**config.mk**
```make
export PLATFORM = sky130hd
export DESIGN_NAME = ram_port_arbiter
export DESIGN_NICKNAME = d
export VERILOG_FILES = /design/src/rtl/ram_port_arbiter.sv
export SDC_FILE = /design/constraint.sdc
export NUM_CORES = 1
export LEC_CHECK = 0
export CAP_MARGIN = 25
export CELL_PAD_IN_SITES_DETAIL_PLACEMENT = 1
export CELL_PAD_IN_SITES_GLOBAL_PLACEMENT = 2
export CORE_MARGIN = 8
export CORE_UTILIZATION = 25
export CTS_BUF_LIST = sky130_fd_sc_hd__clkbuf_4
export CTS_CLUSTER_SIZE = 8
export DETAILED_ROUTE_END_ITERATION = 6
export PLACE_DENSITY_LB_ADDON = 0.2
export SLEW_MARGIN = 20
export SYNTH_ARGS = -nofsm -noshare
export SYNTH_HDL_FRONTEND = slang
export SYNTH_SLANG_ARGS = --single-unit
```
**constraint.sdc**
```tcl
create_clock -name clk -period 3.2 [get_ports clk]
set_clock_uncertainty 0.05 [all_clocks]
set_input_delay 0.32 -clock clk [delete_from_list [all_inputs] [get_ports clk]]
set_output_delay 0.32 -clock clk [all_outputs]
set_load 0.005 [all_outputs]
```
**src/rtl/ram_port_arbiter.sv**
```systemverilog
// Two-port arbiter/sequencer for the 8-bit system RAM: serialises the CPU and loader
// ports onto one active-low CS/WR RAM interface and returns read data with a one-cycle ack.
module ram_port_arbiter #(
  parameter int ADDR_W   = 8,
  parameter int DATA_W   = 8,
  parameter int RD_LAT   = 1,
  parameter int PRIORITY = 0
) (
  input  logic              clk,
  input  logic              rst,
  input  logic              p0_req,
  input  logic              p0_we,
  input  logic [ADDR_W-1:0] p0_addr,
  input  logic [DATA_W-1:0] p0_wdata,
  output logic              p0_ack,
  output logic [DATA_W-1:0] p0_rdata,
  input  logic              p1_req,
  input  logic              p1_we,
  input  logic [ADDR_W-1:0] p1_addr,
  input  logic [DATA_W-1:0] p1_wdata,
  output logic              p1_ack,
  output logic [DATA_W-1:0] p1_rdata,
  output logic              ram_cs_n,
  output logic              ram_wr_n,
  output logic [ADDR_W-1:0] ram_addr,
  output logic [DATA_W-1:0] ram_din,
  input  logic [DATA_W-1:0] ram_dout,
  output logic              busy
);

  localparam int CNT_W = (RD_LAT > 1) ? $clog2(RD_LAT) : 1;
  localparam logic [CNT_W-1:0] CNT_LOAD = CNT_W'(RD_LAT - 1);
  localparam logic [CNT_W-1:0] CNT_ZERO = {CNT_W{1'b0}};
  localparam logic [CNT_W-1:0] CNT_ONE  = CNT_W'(1);

  typedef enum logic [1:0] {
    ST_IDLE   = 2'd0,
    ST_ACCESS = 2'd1,
    ST_WAIT   = 2'd2,
    ST_RESP   = 2'd3
  } state_t;

  state_t             state_r;
  state_t             state_next_s;
  logic               any_req_s;
  logic               gnt_s;
  logic               sel_we_s;
  logic [ADDR_W-1:0]  sel_addr_s;
  logic [DATA_W-1:0]  sel_wdata_s;
  logic               gnt_r;
  logic               we_r;
  logic               last_grant_r;
  logic [CNT_W-1:0]   cnt_r;
  logic               cs_n_s;
  logic               wr_n_s;
  logic               ack0_s;
  logic               ack1_s;
  logic               busy_s;

  // Arbitration: round-robin breaks ties away from the last served port
  always_comb begin
    any_req_s = p0_req | p1_req;
    if (PRIORITY != 0) begin
      gnt_s = ~p0_req;
    end else if (p0_req && p1_req) begin
      gnt_s = ~last_grant_r;
    end else begin
      gnt_s = p1_req;
    end
    if (gnt_s) begin
      sel_we_s    = p1_we;
      sel_addr_s  = p1_addr;
      sel_wdata_s = p1_wdata;
    end else begin
      sel_we_s    = p0_we;
      sel_addr_s  = p0_addr;
      sel_wdata_s = p0_wdata;
    end
  end

  // State register
  always_ff @(posedge clk) begin
    if (rst) begin
      state_r <= ST_IDLE;
    end else begin
      state_r <= state_next_s;
    end
  end

  // Next-state logic
  always_comb begin
    state_next_s = state_r;
    case (state_r)
      ST_IDLE:   state_next_s = any_req_s ? ST_ACCESS : ST_IDLE;
      ST_ACCESS: state_next_s = we_r ? ST_RESP : ST_WAIT;
      ST_WAIT:   state_next_s = (cnt_r == CNT_ZERO) ? ST_RESP : ST_WAIT;
      ST_RESP:   state_next_s = ST_IDLE;
      default:   state_next_s = ST_IDLE;
    endcase
  end

  // Output decode, computed for the state being entered so the pins can be registered
  always_comb begin
    cs_n_s = 1'b1;
    wr_n_s = 1'b1;
    ack0_s = 1'b0;
    ack1_s = 1'b0;
    busy_s = (state_next_s != ST_IDLE);
    case (state_next_s)
      ST_IDLE: begin
        cs_n_s = 1'b1;
      end
      ST_ACCESS: begin
        // ACCESS is only ever entered from IDLE, so the live mux still holds the command
        cs_n_s = 1'b0;
        wr_n_s = ~sel_we_s;
      end
      ST_WAIT: begin
        cs_n_s = 1'b0;
      end
      ST_RESP: begin
        ack0_s = ~gnt_r;
        ack1_s = gnt_r;
      end
      default: begin
        cs_n_s = 1'b1;
      end
    endcase
  end

  // Registered RAM pins, acks, command latch, wait counter and read-data capture
  always_ff @(posedge clk) begin
    if (rst) begin
      ram_cs_n     <= 1'b1;
      ram_wr_n     <= 1'b1;
      p0_ack       <= 1'b0;
      p1_ack       <= 1'b0;
      busy         <= 1'b0;
      gnt_r        <= 1'b0;
      we_r         <= 1'b0;
      ram_addr     <= {ADDR_W{1'b0}};
      ram_din      <= {DATA_W{1'b0}};
      cnt_r        <= CNT_ZERO;
      p0_rdata     <= {DATA_W{1'b0}};
      p1_rdata     <= {DATA_W{1'b0}};
      last_grant_r <= 1'b1;
    end else begin
      ram_cs_n <= cs_n_s;
      ram_wr_n <= wr_n_s;
      p0_ack   <= ack0_s;
      p1_ack   <= ack1_s;
      busy     <= busy_s;
      if (state_r == ST_IDLE && any_req_s) begin
        gnt_r    <= gnt_s;
        we_r     <= sel_we_s;
        ram_addr <= sel_addr_s;
        ram_din  <= sel_wdata_s;
      end
      if (state_r == ST_ACCESS) begin
        cnt_r <= CNT_LOAD;
      end else if (state_r == ST_WAIT && cnt_r != CNT_ZERO) begin
        cnt_r <= cnt_r - CNT_ONE;
      end
      if (state_r == ST_WAIT && cnt_r == CNT_ZERO) begin
        if (gnt_r) begin
          p1_rdata <= ram_dout;
        end else begin
          p0_rdata <= ram_dout;
        end
      end
      if (state_r == ST_RESP) begin
        last_grant_r <= gnt_r;
      end
    end
  end

endmodule
```
==> results of run 1 <==
[synth_stat cells]
cell type	n	area share [%]
a21o_1	1	0.43
a211o_1	1	0.50
o21ai_1	1	0.29
or3b_1	1	0.50
a2111oi_0	1	0.50
a21oi_1	18	5.2
mux2i_1	17	9.8
or2_2	1	0.36
nor2b_1	2	0.72
a21bo_1	1	0.58
nor2_1	34	7.4
a31oi_1	1	0.36
ha_1	5	3.6
buf_2	4	1.2
nand2b_1	1	0.36
dfxtp_1	43	50
a211oi_1	17	7.4
nor4b_1	1	0.50
a22oi_1	1	0.43
clkbuf_1	5	1.1
nor3b_1	1	0.43
inv_1	3	0.65
buf_4	5	2.2
o21a_1	1	0.43
nand3b_1	1	0.43
a21boi_4	1	1.1
nand2_1	19	4.1
[tightest hold or removal path, stage by stage (launching register included)]
cell,delay [ns]
dfxtp_1,0.35
mux2i_1,0.06
nor2_1,0.07
[stage by stage]
| stage | setup slack (ns) | total power (W) | cell area [µm²] | cells | util [%] |
|---|---|---|---|---|---|
| after floorplan | 1.51 | 0.000908 | 1740 | 187 | - |
| after global placement | 1.15 | 0.00116 | 2620 | 339 | 38.7 |
| after detailed placement | 1.13 | 0.00117 | 2620 | 339 | 38.7 |
| after CTS | 1.28 | 0.00152 | 2690 | 346 | 39.8 |
| after global routing | 1.15 | 0.00159 | 2690 | 346 | 39.8 |
| final | 1.32 | 0.00149 | 2690 | 346 | 39.8 |
[state kept, by name (all words and copies together), names as in the netlist, 2 cells and up]
signal / flops
p0_rdata: 8
p1_rdata: 8
ram_addr: 8
ram_din: 8
state_r: 2
[path summary, 6_finish.rpt]
path | startpoint | to | slack (ns) | cells after the start
worst max-delay path | state_r[0] | p0_rdata[1] | 1.32 | 5
worst min-delay path | p0_rdata[2] | p0_rdata[2] | 0.46 | 2
worst max register to register | state_r[0] | p0_rdata[1] | 1.32 | 5
worst min register to register | p0_rdata[2] | p0_rdata[2] | 0.46 | 2
[routing by layer]
| metal | GRT usage [%] | up-vias |
|---|---|---|
| met3 | 3.56 | 5 |
| li1 | - | 797 |
| met4 | 5.59 | 0 |
| met1 | 14.0 | 748 |
| met5 | 0 | - |
| met2 | 17.8 | 49 |
[final cells by class]
| cell class | instances | share of cell area [%] |
|---|---|---|
| clock buffer | 6 | 1.67 |
| clock inverter | 1 | 1.12 |
| inverter | 3 | 0.419 |
| multi-input combinational | 127 | 29.4 |
| sequential | 43 | 32.0 |
| tap | 80 | 3.72 |
| timing repair buffer | 86 | 31.6 |
[power by group through the flow]
stage               clock, W  combinational (W)  sequential (W)
floorplan                  0           0.000237        0.000671
global placement           0           0.000495        0.000669
detailed placement         0           0.000495        0.000671
CTS                 0.000360           0.000498        0.000660
global route        0.000381           0.000540        0.000669
finish              0.000343           0.000485        0.000658
[cells by family (layout without fill, tap and decap cells)]
family | Yosys count | count (layout) | share of synthesized area, %
buffers and inverters | 17 | 96 | 5.05
adder cells (fa/ha/maj) | 5 | 5 | 3.60
AND/OR/NAND/NOR | 61 | 61 | 14.8
flip-flops | 43 | 43 | 49.6
multiplexers | 17 | 17 | 9.81
AO/OA/AOI/OAI | 44 | 44 | 17.2
[placed cells by master (no fill, tap or decap)]
| master | synthesis | final |
|---|---|---|
| nand3b_1 | 1 | 1 |
| a2111oi_0 | 1 | 1 |
| nor4b_1 | 1 | 1 |
| a21oi_1 | 18 | 18 |
| a211oi_1 | 17 | 17 |
| ha_1 | 5 | 5 |
| nor2_1 | 34 | 34 |
| nor3b_2 | 0 | 1 |
| mux2i_1 | 17 | 17 |
| a22oi_1 | 1 | 1 |
| nor2b_1 | 2 | 2 |
| o21a_1 | 1 | 1 |
| or2_2 | 1 | 1 |
| clkdlybuf4s50_1 | 0 | 82 |
| dfxtp_1 | 43 | 43 |
| buf_4 | 5 | 4 |
| a21o_1 | 1 | 1 |
| a211o_1 | 1 | 1 |
| bufinv_16 | 0 | 1 |
| nand2b_1 | 1 | 1 |
| a21bo_1 | 1 | 1 |
| a21boi_4 | 1 | 1 |
| o21ai_1 | 1 | 1 |
| clkbuf_4 | 0 | 6 |
| inv_1 | 3 | 3 |
| a31oi_1 | 1 | 1 |
| or3b_1 | 1 | 1 |
| nand2_1 | 19 | 19 |
==> impl_metrics.ini, run 1 <==
[synthesis]
syn_avg_cell_area_um2 = 9.28
ys_seq_elements = 43
synthCells = 187
synthesis.area_um2 = 1740
yosysWarnings = 0
synth_nets = 238
synth_cell_types = 27
yosysSeqAreaShare_pct = 49.6

[placed_design]
gp_congestion = 0.693
io_buffer_count = 82
dpl.hpwl_mm = 4.09

[power]
power_frac_clock_pct = 23.1
power_switching_w = 0.000433
p_int_w = 0.00105
sw_frac_of_total_pct = 29.1
p_leak_nw = 1.09
p_per_area_nw_per_um2 = 552
p_seq_share_pct = 44.3
vdd_drop_max_mv = 0.140
combPwrFrac_pct = 32.6

[setup_path]
worstPathCellList = inv_1 > ha_1 > nor3b_2 > mux2i_1 > nor2_1
timing.critical_path.arrival_ns = 2.04
path_class = flop to flop
critPathLaunchType = flop
required_ns = 3.37
crit_fanout = 8
cp-end-kind = flop
slowest_delay_ns = 0.73
crit_path_top_delay_cell = nor3b_2
path_buf_inv = 1
critical_path.top_delay_family = simple AND/OR/NAND/NOR gates

[clock_network]
clk_latency_ns = 0.35
cts.sinks = 43
cts-resized-gates = 0
cts_tree = yes
cts_buffers = 5
htree_levels = 2
path_clk_slew_ns = 0.13
clockRootBuffer = clkbuf_4
cts_setup_buffers = 0
clk_path_buf_depth = 2
hold_buffers = 0

[global_routing]
grt_pass1_wl_mm = 8.94
overflow = 0
grt_util_all_layers_pct = 11.4
antenna_found_initial = 0
grt_pass1_vias = 1722
grt_max_degree = 26

[run]
drv_cap = 0

[routing]
top_layer = met4
drt-total-wl_mm = 5.53
wl_met3_um = 354
wl_met1_mm = 2.55
final_antenna_net_count = 0
drc = 0
dr_wl_met2_mm = 2.56
routedWlPerCell_um = 16.0
first_iter_violations = 40
first_pass_iters = 4
via_count = 1599
avgViaCountPerCell = 4.62

[timing]
tightest_slew_ns = 0.961
hold_viol = 0
worst_hold_slack_ns = 0.457
period_share_pct = 58.6
period_minus_slack_ns = 1.88
final-setup-viol-count = 0
rsz0062_at_grt = false
final-max-slew-violation-count = 0
fmax_mhz = 533
fin_setup_tns_ns = 0
slew_headroom_pct = 35.7

[layout]
multiInputGateArea_um2 = 792
n_antenna_cell = 0
areaGrowthSynthToFinish_pct = 55.0
register_area_um2 = 861
n_fill_cell = 796
drive_gt1_share_pct = 5.26
nets = 317

[floorplanning]
die_area_um2 = 9860
start_util_pct = 25.7
die_w_um = 99.3
coreArea_um2 = 6760
die_h_um = 99.3
rows = 30
num_io_pins = 83

[min_path]
min_path_type = flop to flop

[run_status]
status = finished, final reports clean
No activity file was read; power rests on OpenSTA's default activity.
==> inputs of run 2 (changes only) <==
--- a/config.mk
+++ b/config.mk
@@ -9,7 +9,7 @@
 export CELL_PAD_IN_SITES_DETAIL_PLACEMENT = 1
 export CELL_PAD_IN_SITES_GLOBAL_PLACEMENT = 2
 export CORE_MARGIN = 8
-export CORE_UTILIZATION = 25
+export CORE_UTILIZATION = 21
 export CTS_BUF_LIST = sky130_fd_sc_hd__clkbuf_4
 export CTS_CLUSTER_SIZE = 8
 export DETAILED_ROUTE_END_ITERATION = 6
==> constraint.sdc (replaced) <==
create_clock -name clk -period 1.7 [get_ports clk]
set_clock_uncertainty 0.05 [all_clocks]
set_input_delay 0.17 -clock clk [delete_from_list [all_inputs] [get_ports clk]]
set_output_delay 0.17 -clock clk [all_outputs]
set_load 0.005 [all_outputs]
==> impl_metrics.ini, run 2 (same netlist as run 1, synthesis figures left out) <==
[run_status]
status = finished, final reports clean

[layout]
register_area_um2 = 863
multiInputGateArea_um2 = 820
n_fill_cell = 945
post-route-cell-area_um2 = 2860
areaGrowthSynthToFinish_pct = 64.8
final_common_cell = clkdlybuf4s50_1
n_antenna_cell = 0
final_cell_mix = 81 x clkdlybuf4s50_1, 41 x dfxtp_1, 34 x nor2_1, 19 x nand2_1, 18 x a21oi_1
drive_gt1_share_pct = 12.9
nets = 331
finish.utilization_pct = 35.2

[timing]
fin_setup_tns_ns = 0
final-max-slew-violation-count = 0
hold_viol = 0
period_minus_slack_ns = 1.62
period_share_pct = 95.1
slew_headroom_pct = 55.6
fmax_mhz = 618
final-setup-viol-count = 0
worst_hold_slack_ns = 0.282
tightest_slew_ns = 0.666
setup_slack_ns = 0.0830

[routing]
dr_wl_met2_mm = 2.85
top_layer = met4
routedWlPerCell_um = 14.5
first_pass_iters = 4
drt-total-wl_mm = 5.59
drc = 0
first_iter_violations = 24
avgViaCountPerCell = 4.15
final_antenna_net_count = 0
wl_met1_mm = 2.35
wl_met3_um = 309
via_count = 1597

[global_routing]
grt_util_all_layers_pct = 10.0
grt_max_degree = 35
grt_pass1_vias = 1720
antenna_found_initial = 0
overflow = 0
grt_pass1_wl_mm = 8.98

[clock_network]
cts_buffers = 5
clk_latency_ns = 0.34
cts_tree = yes
hold_buffers = 0
htree_levels = 2
path_clk_slew_ns = 0.13
cts.sinks = 43
clockRootBuffer = clkbuf_4
clk_path_buf_depth = 2

[run]
drv_cap = 0

[power]
power_frac_clock_pct = 17.2
p_per_area_nw_per_um2 = 965
combPwrFrac_pct = 38.2
vdd_drop_max_mv = 0.286
p_int_w = 0.00191
p_leak_nw = 1.15
power_switching_w = 0.000847
sw_frac_of_total_pct = 30.7
p_seq_share_pct = 44.6

[floorplanning]
num_io_pins = 83
start_util_pct = 21.3
die_w_um = 107
die_area_um2 = 11400
die_h_um = 107
coreArea_um2 = 8130
rows = 33

[placed_design]
post_dp_cell_area_um2 = 2760
io_buffer_count = 82
gp_congestion = 0.652
dpl.hpwl_mm = 4.20
dp_slack_ns = -0.0974

[setup_path]
cp-end-kind = flop
timing.critical_path.arrival_ns = 1.81
r2r_cells = 8
worstPathCellList = inv_2 > ha_2 > buf_4 > nand2b_1 > a21o_1 > nand2_1 > ha_1 > or2_2
slowest_delay_ns = 0.36
critPathLaunchType = flop
crit_path_top_delay_cell = dfxtp_2
path_class = flop to flop
required_ns = 1.89
reg2reg_to = ram_cs_n
crit_fanout = 3
r2r-start = state_r[0]
reg2reg_slack_ns = 0.08

[min_path]
min_path_type = primary input to flop
hold_end = p0_rdata[1]
min_from = rst
hold_depth = 2
-- run 2: changes by cell type in the layout (fill, tap and decap cells not counted), moves of 2 or more --
cell     delta
buf_12      +3
buf_4      +11
dfxtp_1     -2
dfxtp_2     +2
ha_1        -3
ha_2        +2
inv_1       -2
inv_2       +2
-- run 2: area by class of cell --
type	instances	share of cell area, %
clock buffer	5	1.31
clock inverter	2	0.306
inverter	3	0.394
multi-input combinational	127	28.7
sequential	43	30.2
tap	105	4.59
timing repair buffer	100	34.6
-- run 2: critical path, delay by kind of cell (launching register included) --
family / cells / cell delay (ns)
AOI/OAI and AO/OA: 1 / 0.13
adders and majority gates: 2 / 0.42
buffers and inverters: 2 / 0.18
DFF: 1 / 0.36
and+or+nand+nor: 3 / 0.38
-- run 2: how the worst max path moves through the flow --
stage	start	endpoint	slack [ns]	cells after the start
final	state_r[0]	ram_cs_n	0.08	8
after global routing	state_r[0]	ram_wr_n	-0.003	8
after CTS	state_r[0]	ram_cs_n	0.003	8
after detailed placement	state_r[0]	p0_rdata[3]	-0.1	5
after global placement	state_r[0]	p0_rdata[2]	-0.02	5
after floorplan	state_r[0]	ram_cs_n	0.005	7
-- run 2: power by group through the flow --
stage	logic, W	registers [W]	clock network, W
2_1_floorplan	0.000447	0.00126	0
3_3_place_gp	0.00103	0.00125	0
3_5_place_dp	0.00103	0.00125	0
4_1_cts	0.00104	0.00123	0.000520
5_1_grt	0.00118	0.00125	0.000561
6_report	0.00106	0.00123	0.000474
-- run 2: repair_timing --
item | CTS | global route
cloned | 0 | 0
setup endpoints to repair | 8 | 9
pin swaps | 0 | 2
buffers inserted | 0 | 2
resized for setup | 1 | 8
-- run 2: layer usage --
layer | vias up | GRT usage, %
met1 | 731 | 11.4
met4 | 0 | 3.02
li1 | 826 | -
met3 | 5 | 3.48
met5 | - | 0
met2 | 35 | 17.2
-- run 2: per-stage QoR --
stage	cells	power [W]
5_1_grt	385	0.00299
6_report	385	0.00276
2_1_floorplan	187	0.00171
3_3_place_gp	376	0.00228
3_5_place_dp	376	0.00228
4_1_cts	383	0.00279
==> RTL change 1, RTL diff (settings of run 2) <==
Set the parameter `PRIORITY` to 1 (it was 0).
--- a/src/rtl/ram_port_arbiter.sv
+++ b/src/rtl/ram_port_arbiter.sv
@@ -4,7 +4,7 @@
   parameter int ADDR_W   = 8,
   parameter int DATA_W   = 8,
   parameter int RD_LAT   = 1,
-  parameter int PRIORITY = 0
+  parameter int PRIORITY = 1
 ) (
   input  logic              clk,
   input  logic              rst,
Function: changed (Yosys sat finds a counterexample within 10 cycles, from zero or initial values and one cycle with rst high).
==> RTL change 1 against run 2 <==
Sequential share of layout area is 0.57 points lower; routed wire length fell by 4.3%; setup slack worse by 25 ps; largest power group is now combinational cells; non-clock buffer count shrank 7; design area down 0.44%; sequential cell count decreased by 1; critical endpoint unchanged; area after synthesis up 6.1%; critical path depth fell by 1; power increased by 25%.
==> RTL change 1: results (changes against run 2) <==
Outcome
  • Outcome: finished, final reports clean

Final layout
  • Antenna Cells: 0 (unchanged)
  • Share of cells above drive strength 1: 0.219 (+0.0899)
  • Fillers: 992 (+5.0%)
  • Nets: 319 (-3.6%)

Power and ir drop
  • Power share of the sequential group: 0.393 (-0.053)
  • Power Dens Cells: 1210 nW/µm² (+25%)
  • LEAKAGE: 1.04 nW (-9.4%)
  • Clk pwr: 492 µW (+4%)
  • Peak VDD IR: 0.400 mV (+40%)
  • Int Pwr: 2.27 mW (+19%)

Global route
  • Grt ovf: 0 (unchanged)
  • Met3 Use GR: 0.0369 (+0.00214)
  • Gr usage total: 0.0881 (-0.0119)
  • Met1 GRT Util: 0.111 (-0.00215)
  • First-pass GRT wire length: 8320 µm (-7.4%)
  • GR Util met2: 0.132 (-0.0401)
  • Initial antenna violation count: 0 (unchanged)
  • Largest net degree at the start of global routing: 27 (-23%)

Synth
  • Ys Warns: 0 (unchanged)
  • Synth cell count leaders: dfxtp_1 (42), nand2_1 (33), a21oi_1 (18)
  • Yosys cell types: 30 (+11%)
  • Synth Net Count: 233 (-2.1%)
  • Synth area leaders: dfxtp_1 (46%), a211oi_2 (9.5%), mux2i_1 (9.2%), nand2_1 (6.7%), a21oi_1 (4.9%)
  • Sequential fraction of the synthesis area: 0.457 (-0.0392)
  • Synth async-reset ratio: 0 (unchanged)

Place
  • DP HPWL: 3970 µm (-5.5%)
  • Port bufs: 82 (unchanged)
  • Routability cong.: 0.627 (-3.8%)

Detailed routing
  • Detailed-route wire length: 5350 µm (-4.3%)
  • Top sig layer: met4
  • Metal2 WL: 2210 µm (-23%)
  • Drt first-iter violations: 40 (+67%)
  • Via count: 1560 (-2.3%)
  • Metal1 wirelength: 2600 µm (+11%)
  • Met3 wire length: 480 µm (+55%)

Worst hold path
  • HP Class: in2reg
  • End of the worst hold path: state_r[0]
  • HP Start: rst
  • Hold depth: 2 (unchanged)

Worst setup path
  • Crit path DAT: 1840 ps (+30 ps)
  • Critical Path Start: state_r[0]
  • Reg2Reg Capture Point: ram_cs_n
  • Peak per-stage delay on the critical path: 360 ps (about the same)
  • Reg-to-Reg Start: state_r[0]
  • Crit path max-delay cell type: dfxtp_2
  • Type of the worst setup path: reg2reg
  • Reg2Reg Setup Slack: 60 ps (-20 ps)
  • R2r worst-path depth: 7 (-1)

Clock tree
  • Root buffer cell: clkbuf_4
  • Bufs on Longest Clock Path: 2 (unchanged)
  • Clk Latency, worst-skew pair: 340 ps (about the same)
  • CTS H-tree depth: 2 (unchanged)
  • Num CTS Buffers: 5 (unchanged)
  • Clock transition at path regs: 130 ps (about the same)

Timing
  • Final Hold Fails: 0 (unchanged)
  • Max-slew headroom: 0.636 (+0.0797)
RTL change 1: changes by cell type after synthesis, sizes merged, moves of 2 or more:
cell    before  now
inv          3    5
nor2b        2    0
nor2        34   19
buf          9   11
clkbuf       5    3
nand2       19   33
RTL change 1: critical path, delay by kind of cell, from the launching register on:
kind / cells / cell delay (ps)
flip-flops: 1 / 360
AND/OR/NAND/NOR: 2 / 410
buffers and inverters: 2 / 100
AO/OA/AOI/OAI: 1 / 230
adder cells (fa/ha/maj): 2 / 390
RTL change 1: cells by family (layout without fill, tap and decap cells):
| group | Yosys count | count (layout) | share of synthesized area |
|---|---|---|---|
| AO/OA/AOI/OAI | 37 | 37 | 0.165 |
| multiplexers | 18 | 18 | 0.0986 |
| AND/OR/NAND/NOR | 63 | 63 | 0.172 |
| adder cells (fa/ha/maj) | 4 | 4 | 0.0272 |
| buffers and inverters | 19 | 106 | 0.0802 |
| flip-flops | 42 | 42 | 0.457 |
RTL change 1: cell type report:
| type | count | area, µm² | share of cell area |
|---|---|---|---|
| timing repair buffer | 93 | 923 | 0.324 |
| clock inverter | 3 | 16.3 | 0.00571 |
| sequential | 42 | 843 | 0.296 |
| tap | 108 | 135 | 0.0475 |
| clock buffer | 5 | 37.5 | 0.0132 |
| multi-input combinational | 122 | 873 | 0.307 |
| inverter | 5 | 18.8 | 0.00659 |
RTL change 1: metrics by stage:
step	setup slack (ps)	instance area (µm²)	TNS [ps]	hold slack [ps]	instances
finish	58.5	2850	0	231	378
global route	8.73	2850	0	247	378
CTS	8.85	2820	0	229	377
detailed placement	-33.1	2760	-33.1	396	369
global placement	-9.38	2760	-9.38	393	369
floorplan	56.3	1840	0	256	183
RTL change 1: timing repair:
action                     CTS  global route
setup endpoints to repair    0             1
hold buffers                 0             0
buffers inserted             0             1
gates resized for setup      0             7
==> RTL change 2, RTL diff (flow settings as in run 2) <==
Made on the original files. The 4 states of `state_t` get a one-hot encoding in 4 bits.
--- a/src/rtl/ram_port_arbiter.sv
+++ b/src/rtl/ram_port_arbiter.sv
@@ -33,11 +33,11 @@
   localparam logic [CNT_W-1:0] CNT_ZERO = {CNT_W{1'b0}};
   localparam logic [CNT_W-1:0] CNT_ONE  = CNT_W'(1);
 
-  typedef enum logic [1:0] {
-    ST_IDLE   = 2'd0,
-    ST_ACCESS = 2'd1,
-    ST_WAIT   = 2'd2,
-    ST_RESP   = 2'd3
+  typedef enum logic [3:0] {
+    ST_IDLE   = 4'b0001,
+    ST_ACCESS = 4'b0010,
+    ST_WAIT   = 4'b0100,
+    ST_RESP   = 4'b1000
   } state_t;
 
   state_t             state_r;
Check against the original RTL: same outputs for any inputs over 10 cycles, from zero or initial values and one cycle with rst high; not proved beyond that.
==> RTL change 2 against run 2 <==
Design area up 6.7%; area after synthesis rose by 9.6%; count of clock-buffer cells in the layout unchanged; non-clock buffer count fell by 4; power is 12% lower; setup slack worse by 39 ps; routed wire length is 9.5% higher; sequential cell count up 2; first-iteration DRC count decreased by 29%.
==> RTL change 2: results (changes against run 2) <==
Global route
  • Vias in the first global route: 1920 (+12%)
  • First-pass GRT wire length: 9970 µm (+11%)
  • Met3 Use GR: 0.0471 (+0.0123)
  • Gr usage total: 0.0966 (-0.00346)
  • GR Util met2: 0.147 (-0.0249)
  • Largest net degree at the start of global routing: 36 (+2.9%)
  • Initial antenna violation count: 0 (unchanged)
  • Met1 GRT Util: 0.115 (+0.00123)

Timing
  • Max-slew headroom: 0.725 (+0.169)
  • Final Hold Fails: 0 (unchanged)
  • Worst hold margin: 321 ps (+39.3 ps)

Synth
  • Synth Net Count: 238 (unchanged)
  • Synth area leaders: dfxtp_1 (47%), mux2i_1 (8.9%), o32ai_1 (8.3%), a211oi_1 (7.1%), a21oi_1 (4.7%)
  • Yosys cell types: 35 (+30%)
  • Synth async-reset ratio: 0 (unchanged)
  • Ys Warns: 0 (unchanged)
  • Primary FF master, synth: dfxtp_1
  • Sequential fraction of the synthesis area: 0.474 (-0.0224)
  • Synth cell count leaders: dfxtp_1 (45), a211oi_1 (18), a21oi_1 (18), nand2_1 (18), o32ai_1 (18)

Place
  • Routability cong.: 0.702 (+7.7%)
  • Dpl ws: -1.77 ps (+95.6 ps)
  • DP HPWL: 4600 µm (+9.5%)
  • Port bufs: 82 (unchanged)

Final layout
  • Share of cells above drive strength 1: 0.111 (-0.0179)
  • Antenna Cells: 0 (unchanged)
  • Sequential cell area share: 0.296 (-0.00623)
  • Non-clk bufs: 96 (-4.0%)
  • Count of multi-input gates: 127 (unchanged)
  • Inverter count: 4 (+1)
  • Clock buffers: 5 (unchanged)
  • Fillers: 1008 (+6.7%)
  • Clk tree area frac: 0.0258 (+0.00964)
  • Multi-input logic portion of the cell area: 0.304 (+0.0177)
  • Buffering overhead: 0.325 (-0.0204)
  • Nets: 325 (-1.8%)

Worst hold path
  • End of the worst hold path: p0_rdata[0]
  • Hold depth: 3 (+1)
  • HP Class: in2reg
  • HP Start: ram_dout[0]

Clock tree
  • CTS H-tree depth: 2 (unchanged)
  • Root buffer cell: clkbuf_4
  • Clk Latency, worst-skew pair: 360 ps (+20 ps)
  • # clock sinks: 45 (+4.7%)
  • Num CTS Buffers: 5 (unchanged)
  • Setup Fix Bufs, Post-CTS: 0 (unchanged)
  • Bufs on Longest Clock Path: 2 (unchanged)

Detailed routing
  • Via count: 1771 (+11%)
  • Drt first-iter violations: 17 (-29%)
  • Detailed-route wire length: 6130 µm (+9.5%)

Worst setup path
  • Reg-to-Reg Start: state_r[3]
  • Crit path max-delay cell type: or4b_4
  • Startpoint Class: flip-flop
  • Reg2Reg Capture Point: p0_rdata[6]
  • Top cell family by delay on the critical path: simple AND/OR/NAND/NOR gates
  • Peak per-stage delay on the critical path: 530 ps (+170 ps)
  • R2r worst-path depth: 4 (-4)
  • Crit path max fanout: 8 (+5)

Outcome
  • Outcome: finished, final reports clean

Power and ir drop
  • LEAKAGE: 1.09 nW (-5.0%)
  • Peak VDD IR: 0.308 mV (+7.6%)
-- RTL change 2: cell count changes after synthesis, moves of 4 or more --
cell	before	now
ha_1	5	0
buf_2	4	0
nand2b_1	1	8
clkbuf_1	5	13
nor2_1	34	4
buf_4	5	0
o32ai_1	0	18
-- RTL change 2: repair_timing --
action,4_1_cts,5_1_grt
resized for setup,0,3
endpoints found under the setup margin,0,9
endpoints found under the hold margin,0,0
-- RTL change 2: worst max path at each step --
stage                       end  slack [ps]  depth (start not counted)
floorplan           p0_rdata[0]           4                          4
global placement       ram_wr_n          10                          4
detailed placement     ram_wr_n          -2                          4
CTS                 p0_rdata[6]          30                          4
global route        p0_rdata[5]           5                          4
finish              p0_rdata[6]          40                          4
-- RTL change 2: routing by layer --
metal / wire length (µm) / vias up
met2: 2590 / 60
li1: - / 889
met3: 562 / 7
met1: 2880 / 815
met5: 0 / -
met4: 95 / 0
-- RTL change 2: kinds of logic after synthesis --
kind of cell,count (synthesis),synth area share
and+or+nand+nor,48,0.153
buffers and inverters,20,0.0474
AOI/OAI and AO/OA,62,0.236
muxes,17,0.0895
DFF,45,0.474
-- RTL change 2: tightest hold or removal path: stages --
cell             delay, ps
clkdlybuf4s50_1        400
nand2_1                 70
mux2i_1                 60
-- RTL change 2: per-stage QoR --
step	cells	TNS (ps)	instance area, µm²
6_report	388	0	3050
4_1_cts	388	0	3030
2_1_floorplan	192	0	1900
5_1_grt	388	0	3050
3_5_place_dp	380	-1.77	2950
3_3_place_gp	380	0	2950
-- RTL change 2: report_power, final --
| part | switching (mW) | total [mW] | internal [mW] |
|---|---|---|---|
| clock network | 0.362 | 0.666 | 0.305 |
| registers | 0.0410 | 1.17 | 1.13 |
| logic | 0.241 | 0.587 | 0.347 |
